`src/rtl/icache_pkg.sv`:
```
// Shared definitions for the instruction cache: state encoding, default
// geometry and the IO address-space test used alongside the memory controller.
package icache_pkg;

    localparam int unsigned IndexWDefault = 6;
    localparam int unsigned AddrWDefault  = 18;
    localparam int unsigned TagWDefault   = AddrWDefault - IndexWDefault - 2;

    typedef enum logic [1:0] {
        IcIdle = 2'd0,
        IcMiss = 2'd1,
        IcDrop = 2'd2
    } ic_state_e;

    // Addresses with bits 17:16 set map to IO space and must never be cached.
    function automatic logic is_io_addr(input logic [31:0] addr);
        return addr[17:16] == 2'b11;
    endfunction

endpackage

```
`src/rtl/icache_if.sv`:
```
// Fetch-side and memory-side signals of the instruction cache.
interface icache_if;

    logic        fetch_req_i;
    logic [31:0] pc_i;
    logic        flush_i;
    logic        busy_o;
    logic        inst_ok_o;
    logic [31:0] inst_o;
    logic [31:0] inst_pc_o;
    logic        mem_req_o;
    logic [31:0] mem_addr_o;
    logic        mem_ok_i;
    logic [31:0] mem_data_i;

    // The cache itself.
    modport slave (
        input  fetch_req_i, pc_i, flush_i, mem_ok_i, mem_data_i,
        output busy_o, inst_ok_o, inst_o, inst_pc_o, mem_req_o, mem_addr_o
    );

    // The IF stage plus memory controller driving the cache.
    modport master (
        output fetch_req_i, pc_i, flush_i, mem_ok_i, mem_data_i,
        input  busy_o, inst_ok_o, inst_o, inst_pc_o, mem_req_o, mem_addr_o
    );

endinterface

```
`src/rtl/icache_array.sv`:
```
// Direct-mapped line storage: valid/tag/data with combinational read and one
// synchronous write port. Clearing drops every valid bit in a single cycle.
module icache_array #(
    parameter int unsigned INDEX_W = 6,
    parameter int unsigned TAG_W   = 10
) (
    input  logic               clk_i,
    input  logic               clear_i,
    input  logic [INDEX_W-1:0] rd_idx_i,
    output logic               rd_valid_o,
    output logic [TAG_W-1:0]   rd_tag_o,
    output logic [31:0]        rd_data_o,
    input  logic               wr_en_i,
    input  logic [INDEX_W-1:0] wr_idx_i,
    input  logic [TAG_W-1:0]   wr_tag_i,
    input  logic [31:0]        wr_data_i
);

    localparam int unsigned Lines = 1 << INDEX_W;

    logic [Lines-1:0] valid_q;
    logic [TAG_W-1:0] tag_q  [Lines];
    logic [31:0]      data_q [Lines];

    // Valid bits: cleared together on clear, set on line write.
    always_ff @(posedge clk_i) begin
        if (clear_i) begin
            valid_q <= '0;
        end else if (wr_en_i) begin
            valid_q[wr_idx_i] <= 1'b1;
        end
    end

    // Tag and data payload; contents are meaningless until the valid bit is set.
    always_ff @(posedge clk_i) begin
        if (wr_en_i) begin
            tag_q[wr_idx_i]  <= wr_tag_i;
            data_q[wr_idx_i] <= wr_data_i;
        end
    end

    assign rd_valid_o = valid_q[rd_idx_i];
    assign rd_tag_o   = tag_q[rd_idx_i];
    assign rd_data_o  = data_q[rd_idx_i];

endmodule

```
`src/rtl/icache.sv`:
```
// Direct-mapped, one-word-per-line instruction cache. Hits answer the next
// cycle; misses refill one word over req/ok. A flush during a refill lets the
// refill finish (the memory controller cannot abort) but discards its answer.
module icache
    import icache_pkg::*;
#(
    parameter int unsigned INDEX_W = IndexWDefault,
    parameter int unsigned ADDR_W  = AddrWDefault
) (
    input  logic     clk_in,
    input  logic     rst_in,
    input  logic     rdy_in,
    icache_if.slave  bus
);

    localparam int unsigned TAG_W = ADDR_W - INDEX_W - 2;

    ic_state_e   state_q, state_d;
    logic [31:0] pc_q, pc_d;
    logic        resp_valid_q, resp_valid_d;
    logic [31:0] resp_data_q, resp_data_d;
    logic [31:0] resp_pc_q, resp_pc_d;

    logic               rd_valid;
    logic [TAG_W-1:0]   rd_tag;
    logic [31:0]        rd_data;
    logic               fill;
    logic               wr_en;
    logic               hit;

    icache_array #(
        .INDEX_W (INDEX_W),
        .TAG_W   (TAG_W)
    ) u_array (
        .clk_i      (clk_in),
        .clear_i    (rst_in),
        .rd_idx_i   (bus.pc_i[INDEX_W+1:2]),
        .rd_valid_o (rd_valid),
        .rd_tag_o   (rd_tag),
        .rd_data_o  (rd_data),
        .wr_en_i    (wr_en),
        .wr_idx_i   (pc_q[INDEX_W+1:2]),
        .wr_tag_i   (pc_q[ADDR_W-1:INDEX_W+2]),
        .wr_data_i  (bus.mem_data_i)
    );

    // IO addresses always take the refill path so they are never served stale.
    assign hit   = rd_valid && (rd_tag == bus.pc_i[ADDR_W-1:INDEX_W+2])
                   && !is_io_addr(bus.pc_i);
    assign wr_en = fill && !rst_in && !is_io_addr(pc_q);

    // Next state, latched pc and pending response; everything holds while rdy is low.
    always_comb begin
        state_d      = state_q;
        pc_d         = pc_q;
        resp_valid_d = resp_valid_q;
        resp_data_d  = resp_data_q;
        resp_pc_d    = resp_pc_q;
        fill         = 1'b0;
        if (rdy_in) begin
            // A pending pulse is presented this cycle, so it retires here.
            resp_valid_d = 1'b0;
            unique case (state_q)
                IcIdle: begin
                    if (!bus.flush_i && bus.fetch_req_i) begin
                        if (hit) begin
                            resp_valid_d = 1'b1;
                            resp_data_d  = rd_data;
                            resp_pc_d    = bus.pc_i;
                        end else begin
                            state_d = IcMiss;
                            pc_d    = bus.pc_i;
                        end
                    end
                end
                IcMiss: begin
                    if (bus.mem_ok_i) begin
                        fill    = 1'b1;
                        state_d = IcIdle;
                        if (!bus.flush_i) begin
                            resp_valid_d = 1'b1;
                            resp_data_d  = bus.mem_data_i;
                            resp_pc_d    = pc_q;
                        end
                    end else if (bus.flush_i) begin
                        state_d = IcDrop;
                    end
                end
                IcDrop: begin
                    if (bus.mem_ok_i) begin
                        fill    = 1'b1;
                        state_d = IcIdle;
                    end
                end
                default: state_d = IcIdle;
            endcase
        end
    end

    // State register with synchronous reset; reset abandons any refill.
    always_ff @(posedge clk_in) begin
        if (rst_in) begin
            state_q      <= IcIdle;
            pc_q         <= '0;
            resp_valid_q <= 1'b0;
            resp_data_q  <= '0;
            resp_pc_q    <= '0;
        end else begin
            state_q      <= state_d;
            pc_q         <= pc_d;
            resp_valid_q <= resp_valid_d;
            resp_data_q  <= resp_data_d;
            resp_pc_q    <= resp_pc_d;
        end
    end

    assign bus.busy_o     = (state_q != IcIdle);
    assign bus.mem_req_o  = (state_q == IcMiss) || (state_q == IcDrop);
    assign bus.mem_addr_o = {pc_q[31:2], 2'b00};
    assign bus.inst_ok_o  = resp_valid_q && rdy_in;
    assign bus.inst_o     = resp_data_q;
    assign bus.inst_pc_o  = resp_pc_q;

endmodule
```
`src/flat_wrapper.sv`:
```
// flat-port wrapper written by rule: the top's interface ports become plain ports
module icache_flat import icache_pkg::*;
#(
    parameter int unsigned INDEX_W = IndexWDefault,
    parameter int unsigned ADDR_W  = AddrWDefault
)
  (clk_in, rst_in, rdy_in, bus_fetch_req_i, bus_pc_i, bus_flush_i, bus_mem_ok_i, bus_mem_data_i, bus_busy_o, bus_inst_ok_o, bus_inst_o, bus_inst_pc_o, bus_mem_req_o, bus_mem_addr_o);
  icache_if bus_i ();
  input  logic clk_in;
  input  logic rst_in;
  input  logic rdy_in;
  input wire logic [$bits(bus_i.fetch_req_i)-1:0] bus_fetch_req_i;
  input wire logic [$bits(bus_i.pc_i)-1:0] bus_pc_i;
  input wire logic [$bits(bus_i.flush_i)-1:0] bus_flush_i;
  input wire logic [$bits(bus_i.mem_ok_i)-1:0] bus_mem_ok_i;
  input wire logic [$bits(bus_i.mem_data_i)-1:0] bus_mem_data_i;
  output wire logic [$bits(bus_i.busy_o)-1:0] bus_busy_o;
  output wire logic [$bits(bus_i.inst_ok_o)-1:0] bus_inst_ok_o;
  output wire logic [$bits(bus_i.inst_o)-1:0] bus_inst_o;
  output wire logic [$bits(bus_i.inst_pc_o)-1:0] bus_inst_pc_o;
  output wire logic [$bits(bus_i.mem_req_o)-1:0] bus_mem_req_o;
  output wire logic [$bits(bus_i.mem_addr_o)-1:0] bus_mem_addr_o;
  assign bus_i.fetch_req_i = bus_fetch_req_i;
  assign bus_i.pc_i = bus_pc_i;
  assign bus_i.flush_i = bus_flush_i;
  assign bus_i.mem_ok_i = bus_mem_ok_i;
  assign bus_i.mem_data_i = bus_mem_data_i;
  assign bus_busy_o = bus_i.busy_o;
  assign bus_inst_ok_o = bus_i.inst_ok_o;
  assign bus_inst_o = bus_i.inst_o;
  assign bus_inst_pc_o = bus_i.inst_pc_o;
  assign bus_mem_req_o = bus_i.mem_req_o;
  assign bus_mem_addr_o = bus_i.mem_addr_o;
  icache #(.INDEX_W(INDEX_W), .ADDR_W(ADDR_W)) u_core (.clk_in(clk_in), .rst_in(rst_in), .rdy_in(rdy_in), .bus(bus_i));
endmodule
```
`config.mk`:
```
export PLATFORM = sky130hd
export DESIGN_NAME = icache_flat
export DESIGN_NICKNAME = d
export VERILOG_FILES = /design/src/rtl/icache_pkg.sv /design/src/rtl/icache_if.sv /design/src/rtl/icache_array.sv /design/src/rtl/icache.sv /design/src/flat_wrapper.sv
export SDC_FILE = /design/constraint.sdc
export NUM_CORES = 2
export LEC_CHECK = 0
export ABC_CLOCK_PERIOD_IN_PS = 5400
export CORE_AREA = 2 2 606 608
export CTS_CLUSTER_SIZE = 16
export DETAILED_ROUTE_END_ITERATION = 10
export DIE_AREA = 0 0 608 610
export PLACE_DENSITY = 0.47
export SLEW_MARGIN = 10
export SYNTH_ARGS = -nofsm -noshare
export SYNTH_HDL_FRONTEND = slang
export SYNTH_HIERARCHICAL = 1
export SYNTH_SLANG_ARGS = --single-unit
```
`constraint.sdc`:
```
create_clock -name clk_in -period 5.4 [get_ports clk_in]
set_input_delay 1.08 -clock clk_in [delete_from_list [all_inputs] [get_ports clk_in]]
set_output_delay 1.08 -clock clk_in [all_outputs]
set_load 0.01 [all_outputs]
```
-- Word-level counts from Yosys, hierarchy flattened
Memories as Yosys holds them, arrays and structs flattened.
Index checks and enable logic that the tools add are counted.
- equal/unequal tests: 12
- mux-type cells: 30
- bitwise logic cells: 2
- reductions and logical operators: 19
- order comparisons: 3
- operator list (cell ; number):
    2-to-1 mux 32 bit ; 8
    case mux 32 bit (2 select lines) ; 2
    bitwise OR 64 bit ; 1
    less-than comparator 6 x 7 -> 1 bit, second input constant ; 2
    2-to-1 mux 1 bit ; 11
    equality test 10 bit ; 1
    2-to-1 mux 2 bit ; 5
    inequality test 2 bit, second input constant ; 4
    logical AND 1 bit ; 7
    binary-select mux 1 bit (select 6 bit) ; 1
    demux 1 bit (select 6 bit) ; 1
    equality test 2 bit, second input constant ; 3
    >= comparator 6 x 1 -> 1 bit, second input constant ; 1
    case mux 2 bit (3 select lines) ; 1
    AND reduction 6 bit ; 1
    AND reduction 5 bit ; 1
    zero test 1 bit ; 4
    inequality test 2 x 1 -> 1 bit, second input constant ; 2
    AND reduction 4 bit ; 1
    nonzero test 2 bit ; 2
    inequality test 3 bit, second input constant ; 1
    equality test 2 x 1 -> 1 bit, second input constant ; 1
    zero test 2 bit ; 1
    case mux 1 bit (2 select lines) ; 1
    other kinds (3) ; 3
- input port bits: 70
- bits in registers: 163
- RAM bits: 2688
- memories kept: 2
- logic and storage cells: 74
- memory list (memory ; words ; bits a word ; read ports ; clocked after memory_dff ; wr ports ; line ; text):
    u_core.u_array.data_q ; 64 ; 32 ; 1 ; 0 ; 1 ; icache_array.sv:23 ; logic [31:0] data_q [Lines];
    u_core.u_array.tag_q ; 64 ; 10 ; 1 ; 0 ; 1 ; icache_array.sv:22 ; logic [TAG_W-1:0] tag_q [Lines];

-- Logic depth before layout (Yosys ltp)
- depth after elaboration: 8
- mapped depth: 16
- mapped depth without buffers: 10

-- Cells and area by module
The synthesis kept the hierarchy.
- by module, submodules not included (module ; area each (sq um) ; cells each ; instances ; sequential area each (sq um)):
    icache_array ; 104357.6 ; 4655 ; 1 ; 81998.6
    icache ; 4724.5 ; 476 ; 1 ; 1981.9

-- Worst setup path after synthesis
No wires, ideal clock.
- path type: input -> register
- from: input port rst_in
- to: memory u_core.u_array.data_q[29][0], enable pin
- setup slack: 0.968 ns
- path buffers: 1
- arrival: 3.989 ns
- stages: 7
- required time: 4.957 ns
- cells stage by stage: clkbuf_1 > inv_2 > nand4_1 > a21oi_1 > nor2b_1 > nand3_1 > nor2_1
- cells in the longest elaborated chain, start to end: 5
- ends and longest elaborated chain (what ; line ; text):
    start: declaration ; flat_wrapper.sv:10 ; input logic rst_in;
    zero test 1 bit ; icache.sv:50 ; assign wr_en = fill && !rst_in && !is_io_addr(pc_q);
    logical AND 1 bit (2 in a row) ; icache.sv:50 ;
    named net u_core.wr_en ; icache.sv:28 ; logic wr_en;
    2-to-1 mux 1 bit ; icache_array.sv:36 ; if (wr_en_i) begin
    2-to-1 mux 1 bit (implied by the code) ; icache_array.sv:38 ; data_q[wr_idx_i] <= wr_data_i;
    end: declaration ; icache_array.sv:23 ;
The timed path passes the listed nets, and every way through them passes these cells.

-- Worst setup path after layout
- from: input port bus_pc_i[7]
- to: register u_core.resp_data_q[26], in the netlist u_core/bus.inst_o[26]
- cells in the longest elaborated chain, start to end: 6
- ends and longest elaborated chain (what ; line ; text):
    start: declaration ; flat_wrapper.sv:13 ; input wire logic [$bits(bus_i.pc_i)-1:0] bus_pc_i;
    memory read (64 x 10 bit) ; - ;
    named net u_core.rd_tag[0] ; icache.sv:25 ; logic [TAG_W-1:0] rd_tag;
    equality test 10 bit ; icache.sv:48 ; assign hit = rd_valid && (rd_tag == bus.pc_i[ADDR_W-1:INDEX_W+2])
    logical AND 1 bit ; icache.sv:48 ;
    logical AND 1 bit ; icache.sv:49 ; && !is_io_addr(bus.pc_i);
    inequality test 2 x 1 -> 1 bit (no source line) ; - ;
    AND reduction 6 bit (no source line) ; - ;
    end signal: assignment ; icache.sv:112 ; resp_data_q <= resp_data_d;
    end: declaration ; icache.sv:21 ; logic [31:0] resp_data_q, resp_data_d;
The timed path passes the listed nets, and every way through them passes these cells. The select of a mux whose other input is x is not followed.
A chain may end at the register's enable or synchronous reset.

==> out/qor.yml <==
status: "finished, final reports clean"
hold_path_class: "flop to flop"
crit_path_top_delay_cell: "nor2b_1"
powerDensity_nw_per_um2: 366
avgRoutedWirePerCell_um: 34.5
root_buffer: "clkbuf_16"
cts.repair.resized: 0
drc: 0
finalPower_mw: 47.0
cap_violations: 0
rows: 222
rsz0062_at_grt: "no"
synth_top_area_frac: 0.740
final-instance-count-excl-fill: 10700
slowest_delay_ns: 0.64
synth.most_common_cell: "edfxtp_1"
synth_top_area_cell: "edfxtp_1"
cts.sinks: 2851
start_util: 0.299
power_switching_mw: 10.2
io_pins: 169
worst_clock_skew_ns: 0.0624
grt_usage: 0.194
syn_to_final_growth_pct: 17.7
worst_hold_path.endpoint: "u_core/u_array/valid_q[44]$_SDFFE_PP0P_"
clk_path_buf_depth: 4
path_cells: "clkdlybuf4s50_1, nor2b_1, nand2b_1, o221ai_1, o22ai_1, and3_1, xnor2_1, nand3_1, a221oi_4, and2_4, buf_12, a211oi_1"
sequentialPowerShare: 0.514
ctsHoldBuffers: 0
synthesis.area_um2: 109000
port_buffers: 166
power.leakage_nw: 40.1
setup_viol: 0
sw_frac_of_total: 0.217
ys_seq_area_frac: 0.770
p_clk_frac: 0.437
antenna_found_initial: 30
firstDrtPassIters: 6
setup_tns_ns: 0
clkLatencyLatePin_ns: 0.89
period_needed_ns: 4.40
die_h_um: 610
cts_max_level: 5
critPathMaxFanout: 45
post-route-util: 0.352
slew_viol_final: 0
die_w_um: 608
route.antenna.remaining_nets: 0
wirelength_um: 368000
worstSetupStartpointType: "input port"
synthTopCellsByArea: "edfxtp_1 74%, mux4_2 14%, dfxtp_1 3.0%"
post_cts_buffers: 0
finalCritPeriodShare: 0.814
vias_per_cell: 5.39
r2r_end: "u_core/u_array/data_q[5][9]$_DFFE_PP_"
hpwl_um: 212000
cp_top_family: "simple AND/OR/NAND/NOR gates"
slew_headroom: 0.209
cts_made_buffers: 306
irDropWorstVdd_uv: 218
n_fill_cell: 33800
grt_pass1_wl_um: 497000
worstHoldStart: "u_core/u_array/valid_q[44]$_SDFFE_PP0P_"
pwr-share-comb: 0.049
synth_cell_types: 53
synth_seq_cells: 2851
async_reset_ff_frac: 0
clkTransAtPathRegs_ns: 0.06
synth-edff-count: 2688
ff2ff_setup_slack_ns: 1.34
r2r-start: "u_core/state_q[0]$_SDFFE_PP0P_"
cp_data_required_time_ns: 6.10
hold_viol: 0
drive_gt1_frac: 0.270
grt_pass1_vias: 57100
critPathArrivalTime_ns: 5.10
yosys_warnings: 6
r2r_cells: 9
path_class: "input port to flop"
holdPathStages: 2
worstMarginPinSlew_ns: 1.19
grt_max_degree: 97
startpoint: "bus_pc_i[7]"
fp.dieArea_um2: 371000
placed_cells: 10100
syn-instance-count: 5131
intPower_mw: 36.8
cts_tree: "built"
clock.fmax_mhz: 227
synthFlopType: "edfxtp_1"
synth_common_cells: "2688 x edfxtp_1, 667 x mux4_2, 237 x nor2_1, 163 x dfxtp_1, 156 x mux2i_1"
syn_avg_cell_area_um2: 21.3
gp_congestion: 0.802
core_area_um2: 364000
overflow: 0
worst_setup_path_end_kind: "flop"
fin_nets: 5677
vias: 57500
crit_buf_inv: 2
drtIter0Drc: 6770
## worst max-delay path by stage
stage | to | depth (start not counted)
global route | u_core/bus.inst_o[30]$_SDFFE_PP0P_ | 13
floorplan | u_core/u_array/data_q[29][0]$_DFFE_PP_ | 7
detailed placement | u_core/bus.inst_o[26]$_SDFFE_PP0P_ | 12
CTS | u_core/bus.inst_o[10]$_SDFFE_PP0P_ | 10
global placement | u_core/bus.inst_o[10]$_SDFFE_PP0P_ | 10
finish | u_core/bus.inst_o[26]$_SDFFE_PP0P_ | 12
## routing by layer
layer / up-vias / global-route usage / part of all wire
li1: 22500 / - / -
met1: 32100 / 0.271 / 0.43
met2: 2356 / 0.313 / 0.47
met3: 491 / 0.0358 / 0.072
met4: 16 / 0.0491 / 0.026
met5: - / 0 / 0.00025
## flip-flops by register name, indices dropped and copies added (netlist names)
register	count
u_core/bus.inst_pc_o	32
u_core/u_array/data_q	2048
u_core/u_array/valid_q	64
u_core/resp_valid_q	1
u_core/bus.inst_o	32
u_core/pc_q	32
u_core/state_q	2
u_core/u_array/tag_q	640
## area by class of cell
type | count | area (um^2) | area share
Inverter | 4 | 15.0 | 0.000117
Timing Repair Buffer | 505 | 5020 | 0.0391
Multi-Input combinational cell | 1936 | 23700 | 0.185
Clock inverter | 144 | 1330 | 0.0103
Tap cell | 4816 | 6030 | 0.0469
Sequential cell | 2851 | 84000 | 0.654
Clock buffer | 400 | 8290 | 0.0646
Antenna cell | 8 | 20.0 | 0.000156
## through the flow
stage	hold WS, ns	cell area (um^2)	worst slack (ns)
finish	0.470	128000	1.00
global route	0.486	128000	1.02
CTS	0.467	128000	1.15
detailed placement	0.454	119000	0.205
global placement	0.444	119000	0.129
floorplan	0.435	109000	0.968
## power by group through the flow
stage          sequential (mW)  clock, mW  combinational (mW)
4_1_cts                   24.2       21.0                2.33
6_report                  24.2       20.5                2.31
3_5_place_dp              24.6          0                2.33
5_1_grt                   24.2       21.8                2.44
3_3_place_gp              24.6          0                2.31
2_1_floorplan             24.7          0                1.21
## worst min-delay path, stage by stage, from the launching register on
cell	delay [ns]
dfxtp_1	0.32
nor2_1	0.05
nor2_1	0.07
## cell families (layout without fill, tap and decap cells)
| group | count (synthesis) | after routing | share of synthesized area |
|---|---|---|---|
| buffers and inverters | 345 | 1053 | 0.0181 |
| XOR/XNOR | 10 | 10 | 0.000803 |
| AND/OR/NAND/NOR | 638 | 638 | 0.0282 |
| AO/OA/AOI/OAI | 450 | 450 | 0.0296 |
| adder cells (fa/ha/maj) | 3 | 3 | 0.000344 |
| flip-flops | 2851 | 2851 | 0.770 |
| other | 1 | 10 | 0.0000344 |
| multiplexers | 833 | 833 | 0.153 |
## cell usage in the layout (no fill, tap or decap), types with 6 or more instances in the layout
| cell type | count |
|---|---|
| a211oi_2 | 10 |
| dfxtp_1 | 153 |
| nor2b_1 | 47 |
| clkbuf_1 | 74 |
| bufinv_16 | 21 |
| inv_6 | 10 |
| mux2i_1 | 156 |
| buf_4 | 266 |
| xnor2_1 | 10 |
| nor2_4 | 66 |
| clkinv_2 | 38 |
| buf_12 | 76 |
| clkbuf_16 | 315 |
| clkbuf_8 | 9 |
| clkinv_1 | 60 |
| nand2_1 | 96 |
| o22ai_1 | 94 |
| nand3_1 | 87 |
| and3_1 | 39 |
| a211oi_1 | 95 |
| buf_2 | 30 |
| diode_2 | 8 |
| nor2_1 | 171 |
| a21oi_1 | 69 |
| o21ai_0 | 9 |
| dfxtp_2 | 10 |
| a22oi_1 | 76 |
| edfxtp_1 | 2688 |
| clkinv_8 | 6 |
| nand2b_1 | 14 |
| nand4_1 | 80 |
| clkdlybuf4s50_1 | 128 |
| mux4_2 | 667 |
| o221ai_1 | 74 |
| mux2_2 | 10 |
Power figures use the tool's default switching activity.
